===== src/rtl/uart_frame_ctrl_if.sv =====
// Byte-stream input and register-file write bus of the UART frame controller.
// The receiver side drives pi_*; the controller drives the write port and the status flags.
interface uart_frame_ctrl_if;
   logic [7:0] pi_data;
   logic       pi_flag;
   logic       wr_en;
   logic [7:0] wr_addr;
   logic [7:0] wr_data;
   logic       frame_ok;
   logic       frame_err;
   logic [1:0] err_code;
   logic       busy;

   modport master (
      output pi_data, pi_flag,
      input  wr_en, wr_addr, wr_data, frame_ok, frame_err, err_code, busy
   );

   modport slave (
      input  pi_data, pi_flag,
      output wr_en, wr_addr, wr_data, frame_ok, frame_err, err_code, busy
   );
endinterface


===== src/rtl/uart_frame_ctrl.sv =====
// Parses HEADER/ADDR/LEN/PAYLOAD/CSUM frames from a UART byte stream and replays
// verified payloads as consecutive register-file writes starting at the frame's base address.
module uart_frame_ctrl #(
   parameter logic [7:0]  HEADER      = 8'hAA,
   parameter int unsigned MAX_LEN     = 8,
   parameter int unsigned TIMEOUT_CYC = 52080
) (
   input logic              system_clk,
   input logic              system_rst,
   uart_frame_ctrl_if.slave bus
);

   localparam int IW = (MAX_LEN > 1) ? $clog2(MAX_LEN) : 1;
   localparam int CW = $clog2(MAX_LEN + 1);
   localparam int GW = (TIMEOUT_CYC > 1) ? $clog2(TIMEOUT_CYC + 1) : 1;
   localparam logic [7:0]    MAX_LEN_B = 8'(MAX_LEN);
   localparam logic [GW-1:0] GAP_LAST  = GW'(TIMEOUT_CYC - 1);

   localparam logic [2:0] IDLE    = 3'd0;
   localparam logic [2:0] ADDR    = 3'd1;
   localparam logic [2:0] LEN     = 3'd2;
   localparam logic [2:0] PAYLOAD = 3'd3;
   localparam logic [2:0] CSUM    = 3'd4;
   localparam logic [2:0] WRITE   = 3'd5;

   logic [2:0]    state;
   logic [2:0]    state_nxt;
   logic [7:0]    csum;
   logic [7:0]    base;
   logic [CW-1:0] len;
   logic [CW-1:0] idx;
   logic [GW-1:0] gap;
   logic [7:0]    buffer [0:(1<<IW)-1];

   logic counting;
   logic expired;
   logic len_ok;
   logic last_pl;
   logic write_done;

   // A byte arriving in the expiry cycle wins over the timeout.
   always_comb begin
      counting   = (state == ADDR) || (state == LEN) || (state == PAYLOAD) || (state == CSUM);
      expired    = counting && !bus.pi_flag && (gap == GAP_LAST);
      len_ok     = (bus.pi_data != 8'd0) && (bus.pi_data <= MAX_LEN_B);
      last_pl    = (idx == (len - CW'(1)));
      write_done = (idx == len);
      state_nxt  = state;
      case (state)
         IDLE:    if (bus.pi_flag && bus.pi_data == HEADER) state_nxt = ADDR;
         ADDR:    if (bus.pi_flag) state_nxt = LEN;
                  else if (expired) state_nxt = IDLE;
         LEN:     if (bus.pi_flag) state_nxt = len_ok ? PAYLOAD : IDLE;
                  else if (expired) state_nxt = IDLE;
         PAYLOAD: if (bus.pi_flag && last_pl) state_nxt = CSUM;
                  else if (expired) state_nxt = IDLE;
         CSUM:    if (bus.pi_flag) state_nxt = (bus.pi_data == csum) ? WRITE : IDLE;
                  else if (expired) state_nxt = IDLE;
         WRITE:   if (write_done) state_nxt = IDLE;
         default: state_nxt = IDLE;
      endcase
   end

   always_ff @(posedge system_clk or posedge system_rst) begin
      if (system_rst) begin
         state         <= IDLE;
         bus.busy      <= 1'b0;
         bus.wr_en     <= 1'b0;
         bus.wr_addr   <= 8'h00;
         bus.wr_data   <= 8'h00;
         bus.frame_ok  <= 1'b0;
         bus.frame_err <= 1'b0;
         bus.err_code  <= 2'd0;
         csum          <= 8'h00;
         base          <= 8'h00;
         len           <= '0;
         idx           <= '0;
         gap           <= '0;
      end else begin
         state         <= state_nxt;
         bus.busy      <= (state_nxt != IDLE);
         bus.wr_en     <= 1'b0;
         bus.frame_ok  <= 1'b0;
         bus.frame_err <= 1'b0;

         if (bus.pi_flag || !counting || expired) gap <= '0;
         else                                     gap <= gap + GW'(1);

         if (expired) begin
            bus.frame_err <= 1'b1;
            bus.err_code  <= 2'd3;
         end

         case (state)
            IDLE: begin
               csum <= 8'h00;
               idx  <= '0;
            end
            ADDR: if (bus.pi_flag) begin
               base <= bus.pi_data;
               csum <= bus.pi_data;
            end
            LEN: if (bus.pi_flag) begin
               if (len_ok) begin
                  len  <= bus.pi_data[CW-1:0];
                  csum <= csum + bus.pi_data;
                  idx  <= '0;
               end else begin
                  bus.frame_err <= 1'b1;
                  bus.err_code  <= 2'd2;
               end
            end
            PAYLOAD: if (bus.pi_flag) begin
               csum <= csum + bus.pi_data;
               idx  <= last_pl ? '0 : idx + CW'(1);
            end
            // A matching checksum launches the first write immediately.
            CSUM: if (bus.pi_flag) begin
               if (bus.pi_data == csum) begin
                  bus.wr_en   <= 1'b1;
                  bus.wr_addr <= base;
                  bus.wr_data <= buffer[0];
                  idx         <= CW'(1);
               end else begin
                  bus.frame_err <= 1'b1;
                  bus.err_code  <= 2'd1;
               end
            end
            WRITE: begin
               if (!write_done) begin
                  bus.wr_en   <= 1'b1;
                  bus.wr_addr <= base + 8'(idx);
                  bus.wr_data <= buffer[idx[IW-1:0]];
                  idx         <= idx + CW'(1);
               end else begin
                  bus.frame_ok <= 1'b1;
                  idx          <= '0;
               end
            end
            default: ;
         endcase
      end
   end

   // Payload storage needs no reset; a frame only reads the slots it has just written.
   always_ff @(posedge system_clk) begin
      if (state == PAYLOAD && bus.pi_flag)
         buffer[idx[IW-1:0]] <= bus.pi_data;
   end

endmodule


===== src/flat_wrapper.sv =====
// flat-port wrapper written by rule: the top's interface ports become plain ports
module uart_frame_ctrl_flat 
#(
   parameter logic [7:0]  HEADER      = 8'hAA,
   parameter int unsigned MAX_LEN     = 8,
   parameter int unsigned TIMEOUT_CYC = 52080
)
  (system_clk, system_rst, bus_pi_data, bus_pi_flag, bus_wr_en, bus_wr_addr, bus_wr_data, bus_frame_ok, bus_frame_err, bus_err_code, bus_busy);
  uart_frame_ctrl_if bus_i ();
  input logic system_clk;
  input logic system_rst;
  input wire logic [$bits(bus_i.pi_data)-1:0] bus_pi_data;
  input wire logic [$bits(bus_i.pi_flag)-1:0] bus_pi_flag;
  output wire logic [$bits(bus_i.wr_en)-1:0] bus_wr_en;
  output wire logic [$bits(bus_i.wr_addr)-1:0] bus_wr_addr;
  output wire logic [$bits(bus_i.wr_data)-1:0] bus_wr_data;
  output wire logic [$bits(bus_i.frame_ok)-1:0] bus_frame_ok;
  output wire logic [$bits(bus_i.frame_err)-1:0] bus_frame_err;
  output wire logic [$bits(bus_i.err_code)-1:0] bus_err_code;
  output wire logic [$bits(bus_i.busy)-1:0] bus_busy;
  assign bus_i.pi_data = bus_pi_data;
  assign bus_i.pi_flag = bus_pi_flag;
  assign bus_wr_en = bus_i.wr_en;
  assign bus_wr_addr = bus_i.wr_addr;
  assign bus_wr_data = bus_i.wr_data;
  assign bus_frame_ok = bus_i.frame_ok;
  assign bus_frame_err = bus_i.frame_err;
  assign bus_err_code = bus_i.err_code;
  assign bus_busy = bus_i.busy;
  uart_frame_ctrl #(.HEADER(HEADER), .MAX_LEN(MAX_LEN), .TIMEOUT_CYC(TIMEOUT_CYC)) u_core (.system_clk(system_clk), .system_rst(system_rst), .bus(bus_i));
endmodule

===== config.mk =====
export PLATFORM = sky130hd
export DESIGN_NAME = uart_frame_ctrl_flat
export DESIGN_NICKNAME = d
export VERILOG_FILES = /design/src/rtl/uart_frame_ctrl_if.sv /design/src/rtl/uart_frame_ctrl.sv /design/src/flat_wrapper.sv
export SDC_FILE = /design/constraint.sdc
export NUM_CORES = 1
export LEC_CHECK = 0
export CORE_ASPECT_RATIO = 2
export CORE_MARGIN = 2
export CORE_UTILIZATION = 55
export CTS_BUF_LIST = sky130_fd_sc_hd__clkbuf_4
export DETAILED_ROUTE_END_ITERATION = 6
export MAX_ROUTING_LAYER = met4
export PLACE_DENSITY = 0.77
export SETUP_SLACK_MARGIN = 0.4
export SYNTH_ARGS = -nofsm -noshare
export SYNTH_HDL_FRONTEND = slang
export SYNTH_SLANG_ARGS = --single-unit

===== constraint.sdc =====
create_clock -name system_clk -period 2.45 [get_ports system_clk]
set_input_delay 0.49 -clock system_clk [delete_from_list [all_inputs] [get_ports system_clk]]
set_output_delay 0.49 -clock system_clk [all_outputs]
set_load 0.01 [all_outputs]

### After elaboration in Yosys (flattened, before gate mapping)

Memory sizes are Yosys's and may differ from the RTL's.
Cells that the tools add are included.

| cells by class | value |
|---|---|
| add/sub/neg operators | 5 |
| $mul | 0 |
| divide/modulo/power cells | 0 |
| order comparisons | 1 |
| equality and inequality tests | 17 |
| shifts and indexed selects | 0 |
| multiplexer cells | 52 |
| bitwise logic cells | 0 |
| reduce and logical (&&, ||, !) cells | 24 |

Operators by type and width:

| kind | count |
|---|---|
| $mux 8 | 10 |
| $pmux 8 s2 | 2 |
| $pmux 8 s4 | 1 |
| $mux 4 | 7 |
| $mux 3 | 8 |
| $pmux 4 s5 | 1 |
| $pmux 3 s6 | 1 |
| $add 16x1->16 const B | 1 |
| $eq 16x16->1 const B | 1 |
| $mux 16 | 1 |
| $mux 1 | 12 |
| $mux 2 | 6 |
| $ne 2x2->1 const B | 6 |
| $add 8x4->8 | 1 |
| $add 8x8->8 | 1 |
| $eq 4x4->1 | 2 |
| $eq 8x8->1 | 1 |
| $eq 8x8->1 const B | 1 |
| $le 8x4->1 const B | 1 |
| $reduce_bool 8->1 | 1 |
| $eq 3x2->1 const B | 2 |
| $eq 3x3->1 const B | 2 |
| $logic_and 1x1->1 | 6 |
| $reduce_and 6->1 | 1 |
| 17 further kinds | 23 |

| storage, ports and cells | value |
|---|---|
| register bits after elaboration | 65 |
| bits in latches | 0 |
| memory bits (writable) | 64 |
| bits in read-only memories | 0 |
| input bits | 11 |
| output and inout port bits | 22 |
| word-level logic and storage cells | 113 |
| memories | 1 |

Memories:

| memory | words | bits a word | read ports | clocked after Yosys merged registers in | wr ports | RTL line | RTL |
|---|---|---|---|---|---|---|---|
| u_core.buffer | 8 | 8 | 2 | 0 | 1 | uart_frame_ctrl.sv:33 | `logic [7:0] buffer [0:(1<<IW)-1];` |

### Logic depth before layout (Yosys ltp)

| depth | value |
|---|---|
| word-level depth | 10 |
| mapped depth | 8 |
| mapped depth without buffers | 8 |

### Least setup slack after synthesis

Ideal clock, no wire load.

| timing path | value |
|---|---|
| path type | register to register |
| from | reg u_core.state[1] |
| to | mem u_core.buffer[0][0], enable pin |
| setup time | 0.383 ns |
| arrival | 1.941 ns |
| required time | 2.067 ns |
| slack | 0.126 ns |
| cell stages (with the launch flop) | 7 |
| buffers on the path | 2 |
| period minus slack after synthesis | 2.324 ns |
| cells stage by stage | dfrtp_1 -> buf_2 -> nor2b_1 -> clkbuf_1 -> nand3_1 -> or2_2 -> nor3_1 |

| on the way | value |
|---|---|
| longest elaborated chain between the ends | 4 |

RTL lines:

| what | RTL line | RTL |
|---|---|---|
| from (decl) | uart_frame_ctrl.sv:26 | `logic [2:0] state;` |
| from (signal assigned) | uart_frame_ctrl.sv:80 | `state <= state_nxt;` |
| $eq 3x2->1 | uart_frame_ctrl.sv:147 | `if (state == PAYLOAD && bus.pi_flag)` |
| $logic_and 1x1->1 | uart_frame_ctrl.sv:147 |  |
| $mux 1 | uart_frame_ctrl.sv:147 |  |
| $mux 1 (implied by the code) | uart_frame_ctrl.sv:148 | `buffer[idx[IW-1:0]] <= bus.pi_data;` |
| to (decl) | uart_frame_ctrl.sv:33 |  |

No other way between the ends.

### Final worst setup path

| timing path | value |
|---|---|
| from | in bus_pi_data[5] |
| to | reg u_core.idx[3] |

| on the way | value |
|---|---|
| longest elaborated chain between the ends | 4 |
| elaborated cells on any way between the ends | 7 |
| classes of those cells | 1 x order compare; 3 x eq/ne; 3 x reduce/logical |

RTL lines:

| what | RTL line | RTL |
|---|---|---|
| from (decl) | flat_wrapper.sv:12 | `input wire logic [$bits(bus_i.pi_data)-1:0] bus_pi_data;` |
| $le 8x4->1 or $reduce_bool 8->1 (tied branches) | uart_frame_ctrl.sv:45 | `len_ok = (bus.pi_data != 8'd0) && (bus.pi_data <= MAX_LEN_B);` |
| $logic_and 1x1->1 | uart_frame_ctrl.sv:45 |  |
| $ne 2x1->1 (no source line) | n/a |  |
| $reduce_and 6->1 (no source line) (*) | n/a |  |
| to (signal assigned) | uart_frame_ctrl.sv:115 | `idx <= last_pl ? '0 : idx + CW'(1);` |
| to (signal assigned) | uart_frame_ctrl.sv:134 | `idx <= idx + CW'(1);` |
| to (decl) | uart_frame_ctrl.sv:31 | `logic [CW-1:0] idx;` |

Mark *: on every way between the ends. The rest lies on a longest branch, timed or not.
A chain may end at the register's enable or synchronous reset.

==> impl_summary.log <==
INFO  metric required_arrival_time_at_the_worst_endpoint = 2.91 ns
INFO  metric final.setup_skew = 0.02500 ns
INFO  metric synth_enable_flop_cells = 64
INFO  metric antenna_found_initial = 2
INFO  metric post-dp-hpwl = 11410 µm
INFO  metric share_seq_of_total_power = 54.9%
INFO  metric critPathCaptureType = register
INFO  metric cts_hold_repair.buffers = 0
INFO  metric final-max-slew-violation-count = 0
INFO  metric fmax = 0.4819 GHz
INFO  metric die-area = 0.01248 mm²
INFO  metric timing.hold.worst.class = in -> async
INFO  metric fraction_of_layout_cells_with_a_size_suffix_above_1 = 25.08%
INFO  metric pre_cts_ws = -0.2837 ns
INFO  metric design.core.area = 0.01129 mm²
INFO  metric power.leakage = 3.102 nW
INFO  metric yosys-top-cells-count = 65 x dfrtp_1, 64 x edfxtp_1, 49 x nor2_1
INFO  metric cts-buffers-inserted = 17
INFO  metric avgRoutedWirePerCell = 20.80 µm
INFO  metric crit_path_top_delay_cell = clkdlybuf4s50_1
INFO  metric grt_max_degree = 66
INFO  metric switching_power = 0.9739 mW
INFO  metric cp-start-kind = input pin
INFO  metric async_flop_share = 50.39%
INFO  metric fin_worst_hold_slack = 0.3652 ns
INFO  metric synth-seq-area-share = 55.85%
INFO  metric ff2ff_path_depth = 7
INFO  metric post_synth_num_cell_types = 64
INFO  metric grt_pass1_wl = 26030 µm
INFO  metric maxCapViolCount = 0
INFO  metric synth-main-ff-cell = dfrtp_1
INFO  metric intPower = 3.205 mW
INFO  metric num_io_pins = 33
INFO  metric grtUsageTotal = 29.12%
INFO  metric fin_crit = 2.075 ns
INFO  metric multi_input_comb_area = 0.002878 mm²
INFO  metric initial_utilization = 56.30%
INFO  metric area_growth = 24.22%
INFO  metric report.final.hold_viol_count = 0
INFO  metric layout_setup_ws = 0.3747 ns
INFO  metric totalNegativeSetupSlack = 0 ns
INFO  metric cts_root_buf = clkbuf_4
INFO  metric first_pass_detailed_route_iteration_total = 5
INFO  metric reg2reg_to = u_core.idx[3]
INFO  metric synth_seq_cells = 129
INFO  metric crit_type = in -> reg
INFO  metric critical_register_to_register_path_startpoint = u_core.csum[2]
INFO  metric fillerInstances = 815
INFO  metric rsz0062_at_grt = true
INFO  metric max_stage_delay = 0.58 ns
INFO  metric worst_slew_pin_slew = 0.6597 ns
INFO  metric peakVddDrop = 0.6374 mV
INFO  metric drt_first_iter_violations = 331
INFO  metric final_min_period_over_clock_period = 84.71%
INFO  metric std_cell_rows = 55
INFO  metric syn_nets = 575
INFO  metric route.antenna.remaining_nets = 0
INFO  metric sw_frac_of_total = 23.31%
INFO  metric cts-root-to-sink-buffers = 2
INFO  metric sequential_area = 0.003548 mm²
INFO  metric r2r_slack = 0.44 ns
INFO  metric cp.arrival = 2.54 ns
INFO  metric post-route-drc-count = 0
INFO  metric area_share_of_the_leading_cell_type_in_the_synthesized_netlist = 30.25%
INFO  metric via_count_of_the_first_global_routing_pass = 5144
INFO  metric synthesis.area = 0.006354 mm²
INFO  metric post_synth.cell_area_avg = 11.59 µm²
INFO  metric timing.final.setup_violations = 0
INFO  metric ys_warn_count = 0
INFO  metric relSlewSlack = 56.02%
INFO  metric clk_pin_slew = 0.13 ns
INFO  metric power.share.combinational = 4.8%
INFO  metric chipWidth = 80 µm
INFO  metric fin_nets = 664
INFO  metric cts.sink_count = 129
INFO  metric totalWireLength = 16490 µm
INFO  metric synth_cells = 548
INFO  metric pwr-share-clk = 40.3%
INFO  metric cts_tree = yes
INFO  metric vias_per_cell = 6.194
INFO  metric via_count = 4912
INFO  metric worst-path-max-fanout = 5
INFO  metric gr-total-overflow = 0
INFO  metric worstPathCellList = clkdlybuf4s50_1, ha_4, nor4_4, a41oi_2, o32ai_2, buf_4, o21ai_1, o211ai_1
INFO  metric synth_most_common_cell = dfrtp_1
INFO  metric worstSkewPairLatency = 0.55 ns
INFO  metric status = complete, no violations
INFO  metric yosys.area.top_type = edfxtp_1
INFO  metric cellPowerDensity = 529.5 mW/mm²
INFO  metric gpl.final_weighted_congestion = 0.9846
INFO  metric die_h = 156 µm
INFO  metric h-tree-depth = 4
INFO  metric port_buffers = 32
INFO  metric ys_top_cells_by_area = edfxtp_1 30%, dfrtp_1 26%, mux2i_1 3.5%
## worst max path at each step
| stage | from | to | slack (ns) |
|---|---|---|---|
| 6_report | bus_pi_data[5] | u_core.idx[3] | 0.37 |
| 5_1_grt | u_core.csum[1] | u_core.idx[3] | 0.37 |
| 4_1_cts | bus_pi_data[5] | u_core.bus.wr_data[6] | 0.37 |
| 3_5_place_dp | bus_pi_data[2] | u_core.idx[3] | -0.28 |
| 3_3_place_gp | bus_pi_data[0] | u_core.csum[7] | -0.27 |
| 2_1_floorplan | u_core.state[1] | u_core.buffer[2][0] | 0.33 |
## sequential cells by signal (all words and copies together), names as in the netlist
| name | cells |
|---|---|
| u_core.buffer | 64 |
| u_core.gap | 16 |
| u_core.base | 8 |
| u_core.bus.wr_addr | 8 |
| u_core.bus.wr_data | 8 |
| u_core.csum | 8 |
| u_core.idx | 4 |
| u_core.len | 4 |
| u_core.state | 3 |
| u_core.bus.err_code | 2 |
| u_core.bus.busy | 1 |
| u_core.bus.frame_err | 1 |
| u_core.bus.frame_ok | 1 |
| u_core.bus.wr_en | 1 |
## worst max-delay path, delay by kind of cell
family / cells / cell delay, ns
adder cells (fa/ha/maj): 1 / 0.25
buffers and inverters: 2 / 0.77
AO/OA/AOI/OAI: 4 / 0.75
AND/OR/NAND/NOR: 1 / 0.28
## cell usage in the layout (no fill, tap or decap), drive strengths merged, types with 10 or more instances in the layout
| cell | Yosys | layout |
|---|---|---|
| clkbuf | 12 | 18 |
| mux2i | 22 | 22 |
| nand3 | 14 | 14 |
| edfxtp | 64 | 64 |
| a211oi | 14 | 14 |
| and3 | 10 | 10 |
| mux2 | 17 | 17 |
| xnor2 | 16 | 16 |
| inv | 15 | 17 |
| buf | 18 | 67 |
| ha | 14 | 14 |
| nand2 | 36 | 36 |
| clkdlybuf4s50 | 0 | 28 |
| a21oi | 16 | 16 |
| o21ai | 28 | 28 |
| nor2 | 50 | 50 |
| nor3 | 15 | 15 |
| xor2 | 10 | 10 |
| dfrtp | 65 | 65 |
## per-stage QoR
step                utilization [%]  total power, mW  area, µm²  cells
floorplan                         -            2.407       6375    548
global placement              64.01            2.519       7224    754
detailed placement            64.01            2.524       7224    754
CTS                           68.39            4.188       7719    790
global route                  69.93            4.295       7893    793
finish                        69.93            4.179       7893    793
## repair_timing
action,CTS,global route
resized for setup,20,27
pin swaps,6,9
setup buffers,3,2
setup endpoints to repair,27,39
gates cloned,1,0
## area by class of cell
class / count / share of cell area, %
multi-input combinational: 374 / 36.46
timing repair buffer: 100 / 11.24
inverter: 15 / 0.7609
clock buffer: 18 / 1.712
sequential: 129 / 44.96
clock inverter: 14 / 2.584
tap: 142 / 2.251
antenna: 1 / 0.03171
## logic make-up after synthesis
| logic type | Yosys count | synth area share [%] |
|---|---|---|
| AO/OA/AOI/OAI | 120 | 13.04 |
| XOR/XNOR | 27 | 3.958 |
| adder cells (fa/ha/maj) | 16 | 3.387 |
| buffers and inverters | 45 | 3.072 |
| flip-flops | 129 | 55.85 |
| multiplexers | 41 | 7.247 |
| AND/OR/NAND/NOR | 170 | 13.45 |
## power by group through the flow
stage               Combinational, mW  Sequential [mW]  Clock (mW)
finish                          0.202             2.29        1.68
global route                    0.218             2.30        1.78
CTS                             0.194             2.29        1.70
detailed placement              0.184             2.34           0
global placement                0.179             2.34           0
floorplan                      0.0671             2.34           0
## per-layer routing
layer / share of wire (%) / track usage, %
met1: 34 / 28.64
met2: 55 / 50.91
met3: 3.4 / 4.514
met4: 7.1 / 20.10
met5: 0 / -
(Power assumes the default switching activity.)
